<file path="config.mk">
export PLATFORM = sky130hd
export DESIGN_NAME = hazard_ctrl_unit_flat
export DESIGN_NICKNAME = d
export VERILOG_FILES = /design/src/rtl/hazard_ctrl_unit_if.sv /design/src/rtl/hazard_ctrl_unit.sv /design/src/flat_wrapper.sv
export SDC_FILE = /design/constraint.sdc
export NUM_CORES = 1
export LEC_CHECK = 0
export BUFFER_PORTS_ARGS = -buffer_cell sky130_fd_sc_hd__buf_2
export CAP_MARGIN = 30
export CORE_MARGIN = 4
export CORE_UTILIZATION = 38
export DETAILED_ROUTE_END_ITERATION = 8
export GPL_ROUTABILITY_DRIVEN = 1
export HOLD_SLACK_MARGIN = 0.15
export PLACE_DENSITY_LB_ADDON = 0.12
export SKIP_LAST_GASP = 1
export SLEW_MARGIN = 20
export SYNTH_ARGS = -nofsm -noshare
export SYNTH_HDL_FRONTEND = slang
export SYNTH_SLANG_ARGS = --single-unit
</file>
<file path="constraint.sdc">
create_clock -name clk -period 3.05 [get_ports clk]
set_input_delay 0.61 -clock clk [delete_from_list [all_inputs] [get_ports clk]]
set_output_delay 0.61 -clock clk [all_outputs]
set_load 0.005 [all_outputs]
</file>
<file path="src/rtl/hazard_ctrl_unit_if.sv">
// Signal bundle between the pipeline datapath (master) and the hazard controller (slave).
interface hazard_ctrl_unit_if #(
  parameter int REG_ADDR_W = 5
);
  logic                  id_ex_mem_read;
  logic                  id_ex_reg_write;
  logic [REG_ADDR_W-1:0] id_ex_dest_reg;
  logic                  ex_mem_mem_read;
  logic [REG_ADDR_W-1:0] ex_mem_dest_reg;
  logic [REG_ADDR_W-1:0] if_id_rs;
  logic [REG_ADDR_W-1:0] if_id_rt;
  logic                  if_id_uses_rs;
  logic                  if_id_uses_rt;
  logic                  if_id_is_branch;
  logic                  branch_taken;
  logic                  jump;
  logic                  mem_ready;
  logic                  pc_write;
  logic                  if_id_write;
  logic                  ctrl_zero;
  logic                  if_id_flush;
  logic                  pipe_freeze;
  logic                  stall_active;

  modport master (
    output id_ex_mem_read, id_ex_reg_write, id_ex_dest_reg, ex_mem_mem_read,
           ex_mem_dest_reg, if_id_rs, if_id_rt, if_id_uses_rs, if_id_uses_rt,
           if_id_is_branch, branch_taken, jump, mem_ready,
    input  pc_write, if_id_write, ctrl_zero, if_id_flush, pipe_freeze, stall_active
  );

  modport slave (
    input  id_ex_mem_read, id_ex_reg_write, id_ex_dest_reg, ex_mem_mem_read,
           ex_mem_dest_reg, if_id_rs, if_id_rt, if_id_uses_rs, if_id_uses_rt,
           if_id_is_branch, branch_taken, jump, mem_ready,
    output pc_write, if_id_write, ctrl_zero, if_id_flush, pipe_freeze, stall_active
  );
endinterface

</file>
<file path="src/rtl/hazard_ctrl_unit.sv">
// Multi-cycle load-use / branch hazard controller with flush and memory freeze.
// Optional statistics counters are enabled by defining HAZ_STATS_EN.
module hazard_ctrl_unit #(
  parameter int REG_ADDR_W = 5,
  parameter int LOAD_LAT   = 1,
  parameter int STAT_W     = 32
) (
  input  logic              clk,
  input  logic              reset,
  hazard_ctrl_unit_if.slave hz
`ifdef HAZ_STATS_EN
  ,
  output logic [STAT_W-1:0] stall_count,
  output logic [STAT_W-1:0] flush_count
`endif
);

  if (LOAD_LAT < 1 || LOAD_LAT > 7 || STAT_W < 1) begin : g_bad_param
    $error("hazard_ctrl_unit: LOAD_LAT must be 1..7 and STAT_W >= 1");
  end

  localparam logic [REG_ADDR_W-1:0] REG_ZERO = '0;
  localparam logic [3:0]            LAT      = 4'(LOAD_LAT);
  localparam logic [3:0]            LAT_P1   = 4'(LOAD_LAT + 1);

  typedef enum logic {RUN, STALL} state_t;

  state_t     state_reg, state_next;
  logic [2:0] cnt_reg, cnt_next;
  logic       match_ex, match_mem;
  logic [3:0] n_req;
  logic       pc_write, if_id_write, ctrl_zero, if_id_flush, pipe_freeze, stall_active;

  assign match_ex  = (hz.if_id_uses_rs && hz.if_id_rs != REG_ZERO && hz.if_id_rs == hz.id_ex_dest_reg) ||
                     (hz.if_id_uses_rt && hz.if_id_rt != REG_ZERO && hz.if_id_rt == hz.id_ex_dest_reg);
  assign match_mem = (hz.if_id_uses_rs && hz.if_id_rs != REG_ZERO && hz.if_id_rs == hz.ex_mem_dest_reg) ||
                     (hz.if_id_uses_rt && hz.if_id_rt != REG_ZERO && hz.if_id_rt == hz.ex_mem_dest_reg);

  // Largest applicable stall length wins.
  always_comb begin
    n_req = 4'd0;
    if (hz.id_ex_mem_read && match_ex && LAT > n_req)
      n_req = LAT;
    if (hz.if_id_is_branch && hz.id_ex_reg_write && !hz.id_ex_mem_read && match_ex && n_req < 4'd1)
      n_req = 4'd1;
    if (hz.if_id_is_branch && hz.id_ex_mem_read && match_ex && LAT_P1 > n_req)
      n_req = LAT_P1;
    if (hz.if_id_is_branch && hz.ex_mem_mem_read && match_mem && LAT > n_req)
      n_req = LAT;
  end

  always_comb begin
    state_next   = state_reg;
    cnt_next     = cnt_reg;
    pc_write     = 1'b1;
    if_id_write  = 1'b1;
    ctrl_zero    = 1'b0;
    if_id_flush  = 1'b0;
    pipe_freeze  = 1'b0;
    stall_active = 1'b0;
    if (!reset) begin
      stall_active = (state_reg == STALL) || (n_req != 4'd0);
      if (!hz.mem_ready) begin
        // Freeze holds state and count; the stall resumes where it left off.
        pipe_freeze = 1'b1;
        pc_write    = 1'b0;
        if_id_write = 1'b0;
      end else if (state_reg == STALL) begin
        pc_write    = 1'b0;
        if_id_write = 1'b0;
        ctrl_zero   = 1'b1;
        if (cnt_reg == 3'd1) begin
          state_next = RUN;
          cnt_next   = 3'd0;
        end else begin
          cnt_next = cnt_reg - 3'd1;
        end
      end else if (n_req != 4'd0) begin
        pc_write    = 1'b0;
        if_id_write = 1'b0;
        ctrl_zero   = 1'b1;
        if (n_req > 4'd1) begin
          state_next = STALL;
          cnt_next   = 3'(n_req - 4'd1);
        end
      end else if ((hz.if_id_is_branch && hz.branch_taken) || hz.jump) begin
        if_id_flush = 1'b1;
      end
    end
  end

  always_ff @(posedge clk) begin
    if (reset) begin
      state_reg <= RUN;
      cnt_reg   <= 3'd0;
    end else begin
      state_reg <= state_next;
      cnt_reg   <= cnt_next;
    end
  end

  assign hz.pc_write     = pc_write;
  assign hz.if_id_write  = if_id_write;
  assign hz.ctrl_zero    = ctrl_zero;
  assign hz.if_id_flush  = if_id_flush;
  assign hz.pipe_freeze  = pipe_freeze;
  assign hz.stall_active = stall_active;

`ifdef HAZ_STATS_EN
  // ctrl_zero is only high for a stall cycle that is not frozen.
  always_ff @(posedge clk) begin
    if (reset) begin
      stall_count <= '0;
      flush_count <= '0;
    end else begin
      if (ctrl_zero)
        stall_count <= stall_count + 1'b1;
      if (if_id_flush)
        flush_count <= flush_count + 1'b1;
    end
  end
`endif

endmodule
</file>
<file path="src/flat_wrapper.sv">
// flat-port wrapper written by rule: the top's interface ports become plain ports
module hazard_ctrl_unit_flat 
#(
  parameter int REG_ADDR_W = 5,
  parameter int LOAD_LAT   = 1,
  parameter int STAT_W     = 32
)
  (clk, reset, hz_id_ex_mem_read, hz_id_ex_reg_write, hz_id_ex_dest_reg, hz_ex_mem_mem_read, hz_ex_mem_dest_reg, hz_if_id_rs, hz_if_id_rt, hz_if_id_uses_rs, hz_if_id_uses_rt, hz_if_id_is_branch, hz_branch_taken, hz_jump, hz_mem_ready, hz_pc_write, hz_if_id_write, hz_ctrl_zero, hz_if_id_flush, hz_pipe_freeze, hz_stall_active);
  hazard_ctrl_unit_if #(.REG_ADDR_W(REG_ADDR_W)) hz_i ();
  input  logic clk;
  input  logic reset;
  input wire logic [$bits(hz_i.id_ex_mem_read)-1:0] hz_id_ex_mem_read;
  input wire logic [$bits(hz_i.id_ex_reg_write)-1:0] hz_id_ex_reg_write;
  input wire logic [$bits(hz_i.id_ex_dest_reg)-1:0] hz_id_ex_dest_reg;
  input wire logic [$bits(hz_i.ex_mem_mem_read)-1:0] hz_ex_mem_mem_read;
  input wire logic [$bits(hz_i.ex_mem_dest_reg)-1:0] hz_ex_mem_dest_reg;
  input wire logic [$bits(hz_i.if_id_rs)-1:0] hz_if_id_rs;
  input wire logic [$bits(hz_i.if_id_rt)-1:0] hz_if_id_rt;
  input wire logic [$bits(hz_i.if_id_uses_rs)-1:0] hz_if_id_uses_rs;
  input wire logic [$bits(hz_i.if_id_uses_rt)-1:0] hz_if_id_uses_rt;
  input wire logic [$bits(hz_i.if_id_is_branch)-1:0] hz_if_id_is_branch;
  input wire logic [$bits(hz_i.branch_taken)-1:0] hz_branch_taken;
  input wire logic [$bits(hz_i.jump)-1:0] hz_jump;
  input wire logic [$bits(hz_i.mem_ready)-1:0] hz_mem_ready;
  output wire logic [$bits(hz_i.pc_write)-1:0] hz_pc_write;
  output wire logic [$bits(hz_i.if_id_write)-1:0] hz_if_id_write;
  output wire logic [$bits(hz_i.ctrl_zero)-1:0] hz_ctrl_zero;
  output wire logic [$bits(hz_i.if_id_flush)-1:0] hz_if_id_flush;
  output wire logic [$bits(hz_i.pipe_freeze)-1:0] hz_pipe_freeze;
  output wire logic [$bits(hz_i.stall_active)-1:0] hz_stall_active;
  assign hz_i.id_ex_mem_read = hz_id_ex_mem_read;
  assign hz_i.id_ex_reg_write = hz_id_ex_reg_write;
  assign hz_i.id_ex_dest_reg = hz_id_ex_dest_reg;
  assign hz_i.ex_mem_mem_read = hz_ex_mem_mem_read;
  assign hz_i.ex_mem_dest_reg = hz_ex_mem_dest_reg;
  assign hz_i.if_id_rs = hz_if_id_rs;
  assign hz_i.if_id_rt = hz_if_id_rt;
  assign hz_i.if_id_uses_rs = hz_if_id_uses_rs;
  assign hz_i.if_id_uses_rt = hz_if_id_uses_rt;
  assign hz_i.if_id_is_branch = hz_if_id_is_branch;
  assign hz_i.branch_taken = hz_branch_taken;
  assign hz_i.jump = hz_jump;
  assign hz_i.mem_ready = hz_mem_ready;
  assign hz_pc_write = hz_i.pc_write;
  assign hz_if_id_write = hz_i.if_id_write;
  assign hz_ctrl_zero = hz_i.ctrl_zero;
  assign hz_if_id_flush = hz_i.if_id_flush;
  assign hz_pipe_freeze = hz_i.pipe_freeze;
  assign hz_stall_active = hz_i.stall_active;
  hazard_ctrl_unit #(.REG_ADDR_W(REG_ADDR_W), .LOAD_LAT(LOAD_LAT), .STAT_W(STAT_W)) u_core (.clk(clk), .reset(reset), .hz(hz_i));
endmodule
</file>
# Yosys cells after proc, flatten, opt, wreduce, memory -nomap -nowiden
# Cells that the tools add are included.
word_totals:
  ff_bits: 4
  output_inout_bits: 6
  wordCells: 70
classes:
  n_addsub: 2
  order_cmp: 4
  n_eq_ne: 5
  muxes: 28
  n_reduce_logical: 29
ops:
  columns: ["op", "count"]
  rows:
  - ["two-way mux 1 bit", 21]
  - ["== test 5 bit", 4]
  - ["logical AND 1 bit", 18]
  - ["two-way mux 3 bit", 4]
  - ["two-way mux 4 bit", 3]
  - ["nonzero test 5 bit", 2]
  - ["subtractor 3 x 1 -> 3 bit, second input constant", 2]
  - ["greater-than comparator 1 x 4 -> 1 bit, first input constant", 1]
  - ["greater-than comparator 2 x 4 -> 1 bit, first input constant", 1]
  - ["greater-than comparator 4 x 1 -> 1 bit, second input constant", 1]
  - ["logical OR 1 bit", 4]
  - ["less-than comparator 4 x 1 -> 1 bit, second input constant", 1]
  - ["nonzero test 2 bit", 2]
  - ["nonzero test 4 bit", 1]
  - ["== test 3 x 1 -> 1 bit, second input constant", 1]
  - ["AND reduction 3 bit", 1]
  - ["logical NOT 1 bit", 1]

# Depth between registers and ports, before layout
# Gate-level depths: netlist (run 1).
logic_depth:
  word_depth: 20
  mapped_depth: 10
  depth_no_buf: 10

# Least setup slack after synthesis (run 1)
# Ideal clock, no wire load.
synth_path:
  path_type: "input-to-output"
  from: "input hz_if_id_rt[1]"
  to: "output hz_pc_write"
  arrival_ns: 2.481
  setup_slack_ns: -0.041
  cell_stages: 10
  path_cell_list: "or4_1 > o21ai_2 > nor4_1 > o21ai_0 > a32o_1 > a21oi_1 > ha_1 > a21oi_1 > nor2_1 > buf_4"
synth_via:
  elab_chain_cells: 20
synth_rtl:
  columns: ["element", "line_no", "source"]
  rows:
  - ["from (decl)", "flat_wrapper.sv:18", "input wire logic [$bits(hz_i.if_id_rt)-1:0] hz_if_id_rt;"]
  - ["nonzero test 5 bit", "hazard_ctrl_unit.sv:35, hazard_ctrl_unit.sv:37", null]
  - ["logical AND 1 bit", "hazard_ctrl_unit.sv:35, hazard_ctrl_unit.sv:37", null]
  - ["logical AND 1 bit", "hazard_ctrl_unit.sv:35", "(hz.if_id_uses_rt && hz.if_id_rt != REG_ZERO && hz.if_id_rt == hz.id_ex_dest_reg);"]
  - ["logical OR 1 bit", "hazard_ctrl_unit.sv:34", "assign match_ex = (hz.if_id_uses_rs && hz.if_id_rs != REG_ZERO && hz.if_id_rs == hz.id_ex_dest_reg) ||"]
  - ["logical AND 1 bit", "hazard_ctrl_unit.sv:42", "if (hz.id_ex_mem_read && match_ex && LAT > n_req)"]
  - ["two-way mux 1 bit", "hazard_ctrl_unit.sv:42", null]
  - ["less-than comparator 4 x 1 -> 1 bit", "hazard_ctrl_unit.sv:44", "if (hz.if_id_is_branch && hz.id_ex_reg_write && !hz.id_ex_mem_read && match_ex && n_req < 4'd1)"]
  - ["logical AND 1 bit", "hazard_ctrl_unit.sv:44", null]
  - ["two-way mux 4 bit", "hazard_ctrl_unit.sv:44", null]
  - ["greater-than comparator 2 x 4 -> 1 bit", "hazard_ctrl_unit.sv:46", "if (hz.if_id_is_branch && hz.id_ex_mem_read && match_ex && LAT_P1 > n_req)"]
  - ["logical AND 1 bit", "hazard_ctrl_unit.sv:46", null]
  - ["two-way mux 4 bit", "hazard_ctrl_unit.sv:46", null]
  - ["greater-than comparator 1 x 4 -> 1 bit", "hazard_ctrl_unit.sv:48", "if (hz.if_id_is_branch && hz.ex_mem_mem_read && match_mem && LAT > n_req)"]
  - ["logical AND 1 bit", "hazard_ctrl_unit.sv:48", null]
  - ["two-way mux 4 bit (*)", "hazard_ctrl_unit.sv:48", null]
  - ["nonzero test 4 bit (*)", "hazard_ctrl_unit.sv:78", "end else if (n_req != 4'd0) begin"]
  - ["two-way mux 1 bit (*) (4 in a row)", null, null]
  - ["to (decl)", "flat_wrapper.sv:25", "output wire logic [$bits(hz_i.pc_write)-1:0] hz_pc_write;"]
# Every way passes the cells marked *; elsewhere a longest branch is shown, timed or not.

# Worst setup path in the final report (run 1)
layout_path:
  from: "input hz_if_id_rt[3]"
  to: "output hz_ctrl_zero"
layout_via:
  elab_chain_cells: 20
layout_rtl:
  columns: ["element", "line_no", "source"]
  rows:
  - ["nonzero test 5 bit", "hazard_ctrl_unit.sv:35, hazard_ctrl_unit.sv:37", null]
  - ["logical AND 1 bit", "hazard_ctrl_unit.sv:35, hazard_ctrl_unit.sv:37", null]
  - ["logical AND 1 bit", "hazard_ctrl_unit.sv:35", null]
  - ["logical OR 1 bit", "hazard_ctrl_unit.sv:34", null]
  - ["logical AND 1 bit", "hazard_ctrl_unit.sv:42", null]
  - ["two-way mux 1 bit", "hazard_ctrl_unit.sv:42", null]
  - ["less-than comparator 4 x 1 -> 1 bit", "hazard_ctrl_unit.sv:44", null]
  - ["logical AND 1 bit", "hazard_ctrl_unit.sv:44", null]
  - ["[... 4 more ...]", null, null]
  - ["greater-than comparator 1 x 4 -> 1 bit", "hazard_ctrl_unit.sv:48", null]
  - ["logical AND 1 bit", "hazard_ctrl_unit.sv:48", null]
  - ["two-way mux 4 bit (*)", "hazard_ctrl_unit.sv:48", null]
  - ["nonzero test 4 bit (*)", "hazard_ctrl_unit.sv:78", null]
  - ["two-way mux 1 bit (*)", "hazard_ctrl_unit.sv:78", null]
  - ["two-way mux 1 bit (*)", "hazard_ctrl_unit.sv:68", "end else if (state_reg == STALL) begin"]
  - ["two-way mux 1 bit (*)", "hazard_ctrl_unit.sv:63", "if (!hz.mem_ready) begin"]
  - ["two-way mux 1 bit (*)", "hazard_ctrl_unit.sv:61", "if (!reset) begin"]
  - ["to (decl)", "flat_wrapper.sv:27", "output wire logic [$bits(hz_i.ctrl_zero)-1:0] hz_ctrl_zero;"]
# Marks and branches as above.

==> results.cfg, run 1 <==
[global_route]
grt_first_pass_wirelength_um = 3360
antenna_found_initial = 0
grt_overflow_total = 0
grt_pass1_vias = 792
grt_max_degree = 9
grt.total_usage_pct = 17.13

[drt]
firstDrtPassIters = 4
wl_met1_um = 929
antenna_left = 0
drt_iter0_drc = 13
vias = 793
wl_met3_um = 101
top_layer = met3
drc = 0
viasPerCell = 4.987
wire_per_inst_um = 13.41
wl_met2_um = 1101
wl_um = 2132

[cells_and_area]
area_growth_pct = 74.46
antenna_cells = 0
nNetsFinal = 180
seqCellArea_um2 = 80.08
final_area_um2 = 1111
multi_input_comb_area_um2 = 621.8
largest_reg_flops = 3
drive_gt1_share_pct = 51.75
fill_cells = 124

[critical_path]
cp_max_fo = 3
slowest_stage = or4_4
crit_family = simple AND/OR/NAND/NOR gates
start_kind = input port
crit_chain = buf_8, or4_4, o21ai_4, or4_4, nand2_4, a32o_2, a21oi_2, ha_2, a21oi_2, and2_1, buf_2
r2r_slack_ns = 1.87
end_kind = primary output
critPathMaxStageDelay_ns = 0.53
crit_type = in -> out
rr_startpoint = u_core.cnt_reg[0]
reg2reg_to = u_core.cnt_reg[2]
arrival_ns = 2.59
reg2reg_depth = 6
critPathRequiredTime_ns = 2.44
critPathBufInv = 2

[synthesis]
yosys_warnings = 0
synth_area_um2 = 636.9
postSynthCellCount = 86
syn_nets = 121
yosysSeqAreaShare_pct = 12.57
synth.distinct_cells = 27
ys_ff_latch = 4
avgSynthCellArea_um2 = 7.405

[sta]
clock.fmax_mhz = 312.4
max_slew_margin_pct = 77.32
fin_crit_sh_pct = 105.0
setup_ws_ns = -0.1512
final_hold_viol_count = 0
slew_viol_final = 0
rsz0062_at_grt = true
final.setup_skew_ns = 0.009085
period_minus_slack_ns = 3.201
fin_tns_setup_ns = -0.5846
tightest_slew_ns = 0.3391
setup_viol = 5

[floorplan]
start_util_pct = 41.31
rows = 14
chipHeight_um = 48.94
core_area_um2 = 1541
io-pin-count = 37
die_w_um = 48.94
die-area_um2 = 2395

[placed_design]
hpwl_um = 1637
gp_congestion = 0.8482
postPlaceCellArea_um2 = 945.9
port-buffer-count = 36

[outcome]
run_status = complete, but fails checks
violations = setup timing

[worst_hold_path]
holdPathStages = 2
hold_class = reg -> reg
holdPathEnd = u_core.cnt_reg[2]
worstHoldStart = u_core.cnt_reg[2]

[power_and_ir_drop]
peakVddDrop_mv = 0.2574
post-layout-total-power_uw = 233.5
p_leak_uw = 0.0005041
pwr_density_cell_nw_per_um2 = 210.1

[cts]
hold_buffers = 0
clkSinkCount = 4
root_buffer = clkbuf_4
clk_path_buf_depth = 2
path_clk_slew_ns = 0.03
tritoncts = done
clk_latency_ns = 0.24
htree_levels = 1
cts_buffers = 3

[run]
maxCapViolations = 0
## metal layers
metal	up-vias	GRT usage, %
met4	0	3.587
met3	0	4.587
met5	-	0
met2	19	29.35
li1	423	-
met1	351	21.17
## worst reg2reg max path, stage by stage (launching register included)
cell and delay [ns]:
dfxtp_1 0.37, inv_1 0.06, ha_1 0.20, mux2i_1 0.13, nand2_1 0.07, o221ai_1 0.10
a21oi_1 0.17
## kinds of logic after synthesis
kind of cell,share of synthesized area (%)
mux,3.144
buf+inv,3.536
flops,12.57
simple gates,27.11
xor+xnor,27.51
compound gates,18.27
fa+ha+maj,7.859
## final cells by class
cell class,instances,area share [%]
well taps,16,1.802
multi-input cells,77,55.97
clock buffers,3,2.027
repair buffers,55,31.64
flip-flops and latches,4,7.207
inverters,4,1.351
## repair_timing
action | CTS | global route
gates resized for setup | 14 | 11
setup endpoints to repair | 5 | 5
hold endpoints to repair | 0 | 0
pin swaps | 15 | 11
cloned | 0 | 0
setup buffers | 1 | 3
## per-stage QoR
step | cells | hold slack, ns | worst slack (ns) | util [%]
3_3_place_gp | 152 | 0.5162 | -0.1849 | 61.36
2_1_floorplan | 86 | 0.4788 | 0.01837 | -
3_5_place_dp | 152 | 0.5269 | -0.2115 | 61.36
6_report | 159 | 0.5264 | -0.1512 | 72.08
5_1_grt | 159 | 0.5716 | -0.2287 | 72.08
4_1_cts | 156 | 0.5315 | -0.08777 | 67.45
## placed cells by master, fill, tap and decap left out, types with 2 or more instances in the layout
master / synthesis / routed
dfxtp_1: 4 / 4
buf_4: 1 / 19
or4_4: 0 / 4
nand2_1: 8 / 7
nand3_1: 4 / 4
o21ai_4: 0 / 2
ha_1: 4 / 3
nor2_1: 5 / 5
buf_6: 0 / 3
inv_1: 4 / 4
mux2i_1: 2 / 2
xnor2_2: 0 / 2
a21oi_2: 0 / 2
nor2b_1: 2 / 2
nor3_1: 3 / 3
and2_1: 2 / 2
xor2_1: 8 / 8
a21oi_1: 9 / 7
xnor2_1: 12 / 10
buf_2: 0 / 32
clkbuf_4: 0 / 3
## worst max path at each step
| stage | from | endpoint | cells after the start |
|---|---|---|---|
| after floorplan | hz_if_id_rs[4] | hz_pc_write | 10 |
| final | hz_if_id_rt[3] | hz_ctrl_zero | 11 |
| after global placement | hz_if_id_rt[1] | hz_ctrl_zero | 11 |
| after CTS | hz_if_id_rt[1] | hz_ctrl_zero | 11 |
| after detailed placement | hz_if_id_rt[1] | hz_ctrl_zero | 11 |
| after global routing | hz_if_id_rt[3] | hz_ctrl_zero | 11 |
## where the power goes
| part | internal [uW] | leakage, uW | switching (uW) |
|---|---|---|---|
| Combinational | 60.0 | 0.000458 | 52.7 |
| Sequential | 53.1 | 0.0000322 | 0.408 |
| Clock | 44.1 | 0.0000138 | 23.2 |
| Total | 157 | 0.000504 | 76.3 |
## Yosys cell counts
cell,number,area share (%)
or3_1,1,0.98
o22ai_1,1,0.98
mux2i_1,2,3.1
nand2_1,8,4.7
inv_1,4,2.4
xor2_1,8,11
a211oi_1,1,1.2
ha_1,4,7.9
xnor2_1,12,17
o21ai_2,2,2.8
or4_2,1,1.4
buf_4,1,1.2
dfxtp_1,4,13
a21oi_1,9,7.1
nor4_1,2,2.0
or4_1,3,3.5
o221ai_1,1,1.4
o21ai_0,2,1.6
nand3_1,4,3.1
and2_1,2,2.0
a32o_1,1,1.6
o2111a_1,1,1.8
nor2_1,5,2.9
nand3b_1,1,1.2
nor3_1,3,2.4
nand4_1,1,0.98
nor2b_1,2,2.0
(Power assumes the default switching activity.)
==> inputs of run 2 (changes only) <==
--- a/config.mk
+++ b/config.mk
@@ -18,3 +18,4 @@
 export SYNTH_ARGS = -nofsm -noshare
 export SYNTH_HDL_FRONTEND = slang
 export SYNTH_SLANG_ARGS = --single-unit
+export TNS_END_PERCENT = 1
==> results.cfg, run 2 (synthesized netlist as in run 1, its figures left out) <==
[drt]
drc = 0
vias = 797
wire_per_inst_um = 13.24
drt_iter0_drc = 8
wl_um = 2066
antenna_left = 0
viasPerCell = 5.109
firstDrtPassIters = 4

[sta]
tightest_slew_ns = 0.3360
period_minus_slack_ns = 3.199
slew_viol_final = 0
max_slew_margin_pct = 77.52
fin_crit_sh_pct = 104.9
setup_ws_ns = -0.1492
fin_tns_setup_ns = -0.5709
setup_viol = 5
clock.fmax_mhz = 312.6
final_hold_viol_count = 0
final.setup_skew_ns = 0.009085
rsz0062_at_grt = true

[global_route]
grt_pass1_vias = 783
grt_first_pass_wirelength_um = 3298
grt.total_usage_pct = 16.75
antenna_found_initial = 0
grt_overflow_total = 0
grt_max_degree = 9

[placed_design]
port-buffer-count = 36
gp_congestion = 0.8482
dpl_worst_slack_ns = -0.2115
hpwl_um = 1637

[critical_path]
start_kind = input port
crit_type = in -> out
arrival_ns = 2.59
end_kind = primary output
critPathRequiredTime_ns = 2.44
cp_max_fo = 3

[cells_and_area]
fill_cells = 131
nNetsFinal = 177
area_growth_pct = 68.37
multi_input_comb_area_um2 = 621.8
final_common_cell = buf_2
final_cell_mix = buf_2 (34), buf_4 (16), xnor2_1 (10), xor2_1 (8)
antenna_cells = 0
largest_reg_flops = 3
seqCellArea_um2 = 80.08
drive_gt1_share_pct = 50.71

[floorplan]
start_util_pct = 41.31
die_w_um = 48.94
core_area_um2 = 1541
die-area_um2 = 2395
io-pin-count = 37
rows = 14
chipHeight_um = 48.94

[cts]
root_buffer = clkbuf_4
clk_latency_ns = 0.24
cts_buffers = 3
clk_path_buf_depth = 2
tritoncts = done
htree_levels = 1
clkSinkCount = 4
path_clk_slew_ns = 0.03

[worst_hold_path]
hold_class = reg -> reg

[power_and_ir_drop]
peakVddDrop_mv = 0.2567
pwr_density_cell_nw_per_um2 = 213.0
p_leak_uw = 0.0004847

[run]
maxCapViolations = 0

[outcome]
run_status = complete, but fails checks
violations = setup timing
[run 2: cell count changes in the layout (fill, tap and decap cells not counted), sizes merged]
cell	before	now
buf	55	52
[run 2: stage by stage]
step / hold slack [ns] / utilization, % / power (uW) / cell area, um2 / cells
4_1_cts: 0.5315 / 66.15 / 221.2 / 1020 / 155
5_1_grt: 0.5716 / 69.56 / 244.3 / 1072 / 156
3_5_place_dp: 0.5269 / 61.36 / 144.1 / 945.9 / 152
3_3_place_gp: 0.5162 / 61.36 / 142.9 / 945.9 / 152
2_1_floorplan: 0.4788 / - / 92.86 / 640.6 / 86
6_report: 0.5264 / 69.56 / 228.4 / 1072 / 156
[run 2: what timing repair did]
| item | CTS | global route |
|---|---|---|
| setup buffers | 0 | 1 |
| hold buffers | 0 | 0 |
| pin swaps | 12 | 12 |
| setup endpoints to repair | 5 | 5 |
| resized for setup | 12 | 10 |
| hold endpoints to repair | 0 | 0 |
[run 2: worst paths after layout]
kind	from	endpoint	cells past startpoint	slack [ns]
worst max-delay path	hz_if_id_rt[3]	hz_ctrl_zero	11	-0.15
worst min-delay path	u_core.cnt_reg[2]	u_core.cnt_reg[2]	2	0.53
worst max register to register	u_core.cnt_reg[0]	u_core.cnt_reg[2]	6	1.87
worst min register to register	u_core.cnt_reg[2]	u_core.cnt_reg[2]	2	0.53
[run 2: critical path, cell delays in order]
cell	delay (ns)
buf_6	0.10
or4_4	0.53
o21ai_4	0.20
or4_4	0.18
nand2_4	0.04
a32o_2	0.23
a21oi_2	0.17
ha_2	0.21
a21oi_2	0.06
and2_1	0.13
buf_2	0.12
[run 2: where the power goes]
| group | switching, uW | total (uW) | internal, uW |
|---|---|---|---|
| Clock | 23.2 | 67.3 | 44.1 |
| Combinational | 51.8 | 108 | 55.9 |
| Sequential | 0.408 | 53.5 | 53.1 |
| Total | 75.3 | 228 | 153 |
[run 2: layout make-up]
cell class              instances  share of cell area, %
flip-flops and latches          4                  7.468
clock buffers                   3                  2.100
inverters                       4                  1.400
well taps                      16                  1.867
multi-input cells              77                  57.99
repair buffers                 52                  29.17
[run 2: layer usage]
| metal | GRT usage (%) | up-vias | wire length [um] |
|---|---|---|---|
| met5 | 0 | - | 0 |
| met3 | 4.587 | 0 | 100 |
| li1 | - | 420 | - |
| met2 | 28.48 | 21 | 1087 |
| met1 | 20.80 | 356 | 879 |
| met4 | 3.587 | 0 | 0 |
==> inputs of run 3 (changes only) <==
--- a/config.mk
+++ b/config.mk
@@ -5,11 +5,11 @@
 export SDC_FILE = /design/constraint.sdc
 export NUM_CORES = 1
 export LEC_CHECK = 0
-export BUFFER_PORTS_ARGS = -buffer_cell sky130_fd_sc_hd__buf_2
 export CAP_MARGIN = 30
-export CORE_MARGIN = 4
-export CORE_UTILIZATION = 38
+export CORE_AREA = 4 4 41 43
 export DETAILED_ROUTE_END_ITERATION = 8
+export DIE_AREA = 0 0 45 47
+export DONT_BUFFER_PORTS = 1
 export GPL_ROUTABILITY_DRIVEN = 1
 export HOLD_SLACK_MARGIN = 0.15
 export PLACE_DENSITY_LB_ADDON = 0.12
==> constraint.sdc (replaced) <==
create_clock -name clk -period 3.48 [get_ports clk]
set_input_delay 0.696 -clock clk [delete_from_list [all_inputs] [get_ports clk]]
set_output_delay 0.696 -clock clk [all_outputs]
set_load 0.01 [all_outputs]
==> results.cfg, run 3 (synthesized netlist as in run 1, its figures left out) <==
[cts]
path_clk_slew_ns = 0.03
tritoncts = done
post_cts_buffers = 0
hold_buffers = 0
clk_path_buf_depth = 2
clk_latency_ns = 0.23
htree_levels = 1
clkSinkCount = 4
cts_buffers = 3
root_buffer = clkbuf_4

[placed_design]
port-buffer-count = 0
dpl_worst_slack_ns = 0.1368
placed_cells = 102
hpwl_um = 1281
gp_congestion = 0.7837

[critical_path]
crit_type = in -> out
critPathMaxStageDelay_ns = 0.53
arrival_ns = 2.59
slowest_stage = or4_1
crit_chain = or4_1, o21ai_2, nor4_1, o21ai_1, a32o_1, a21oi_1, ha_1, a21oi_1, nor2_1, buf_4
critPathBufInv = 1
crit_top_cell = a21oi_1
end_kind = primary output
crit_family = compound AO/OA/AOI/OAI gates
cp_max_fo = 3
start_kind = input port
critPathRequiredTime_ns = 2.78

[global_route]
grt.total_usage_pct = 13.89
grt_overflow_total = 0
grt_max_degree = 9
antenna_found_initial = 0
grt_first_pass_wirelength_um = 2221
grt_pass1_vias = 522

[cells_and_area]
drive_gt1_share_pct = 8.889
final_cell_mix = xnor2_1 (12), a21oi_1 (9), nand2_1 (8), xor2_1 (8), nor2_1 (5)
fin_cells = 105
final_common_cell = xnor2_1
area_growth_pct = 7.662
nNetsFinal = 127
largest_reg_flops = 3
antenna_cells = 0

[sta]
setup_viol = 0
fin_tns_setup_ns = 0
final.setup_skew_ns = 0.001814
hold_slack_ns = 0.5119
slew_viol_final = 0
tightest_slew_ns = 0.3866
final_hold_viol_count = 0
clock.fmax_mhz = 304.7
rsz0062_at_grt = false
max_slew_margin_pct = 73.99
fin_crit_sh_pct = 94.31
period_minus_slack_ns = 3.282
setup_ws_ns = 0.1982

[drt]
vias = 611
drt_iter0_drc = 8
firstDrtPassIters = 4
drc = 0
viasPerCell = 5.819
wl_um = 1454
antenna_left = 0
wire_per_inst_um = 13.85

[outcome]
run_status = complete, no violations

[floorplan]
die-area_um2 = 2115
die_w_um = 45
start_util_pct = 48.94
core_area_um2 = 1301
io-pin-count = 37
chipHeight_um = 47
rows = 13

[power_and_ir_drop]
pwr_density_cell_nw_per_um2 = 204.6
p_leak_uw = 0.0002386
peakVddDrop_mv = 0.1418

[worst_hold_path]
hold_class = reg -> reg

[run]
maxCapViolations = 0
## run 3: area by class of cell
type	instances	area, um2
tap	15	18.77
sequential	4	80.08
multi-input combinational	77	534.3
inverter	4	15.01
timing repair buffer	2	15.01
fill	124	615.6
clock buffer	3	22.52
## run 3: path summary, 6_finish.rpt
path,from,end,slack (ns),cells past startpoint
worst min-delay path,u_core.cnt_reg[2],u_core.cnt_reg[2],0.51,2
worst max register to register,u_core.cnt_reg[0],u_core.cnt_reg[1],2.31,5
worst min register to register,u_core.cnt_reg[2],u_core.cnt_reg[2],0.51,2
worst max-delay path,hz_if_id_rs[4],hz_if_id_write,0.20,10
## run 3: power breakdown
group	internal [uW]	total (uW)	switching (uW)	leakage, uW
sequential	46.6	46.9	0.373	0.0000322
combinational	22.2	39.5	17.3	0.000193
clock	38.3	53.8	15.5	0.0000138
total	107	140	33.2	0.000239
## run 3: worst min-delay path: cells and delay by family, from the launching register on
| kind | cells | cell delay (ns) |
|---|---|---|
| AND/OR/NAND/NOR | 1 | 0.09 |
| AO/OA/AOI/OAI | 1 | 0.06 |
| flip-flops | 1 | 0.32 |
## run 3: metrics by stage
step	instance area (um2)	total power [uW]	utilization, %
detailed placement	663.1	86.98	50.96
finish	685.7	140.3	52.69
CTS	685.7	143.6	52.69
global placement	663.1	86.95	50.96
global route	685.7	150.3	52.69
floorplan	636.9	82.41	-
## run 3: timing repair
action,CTS,global route
gates resized for setup,0,1
setup endpoints to repair,0,3
endpoints found under the hold margin,0,0
## run 3: per-layer routing
layer  GRT usage [%]  share of wire (%)  up-vias
li1                -                  -      322
met1           17.91                 46      271
met2           22.88                 49       18
met3           2.682                5.2        0
met4           5.263                  0        0
met5               0                  0        -
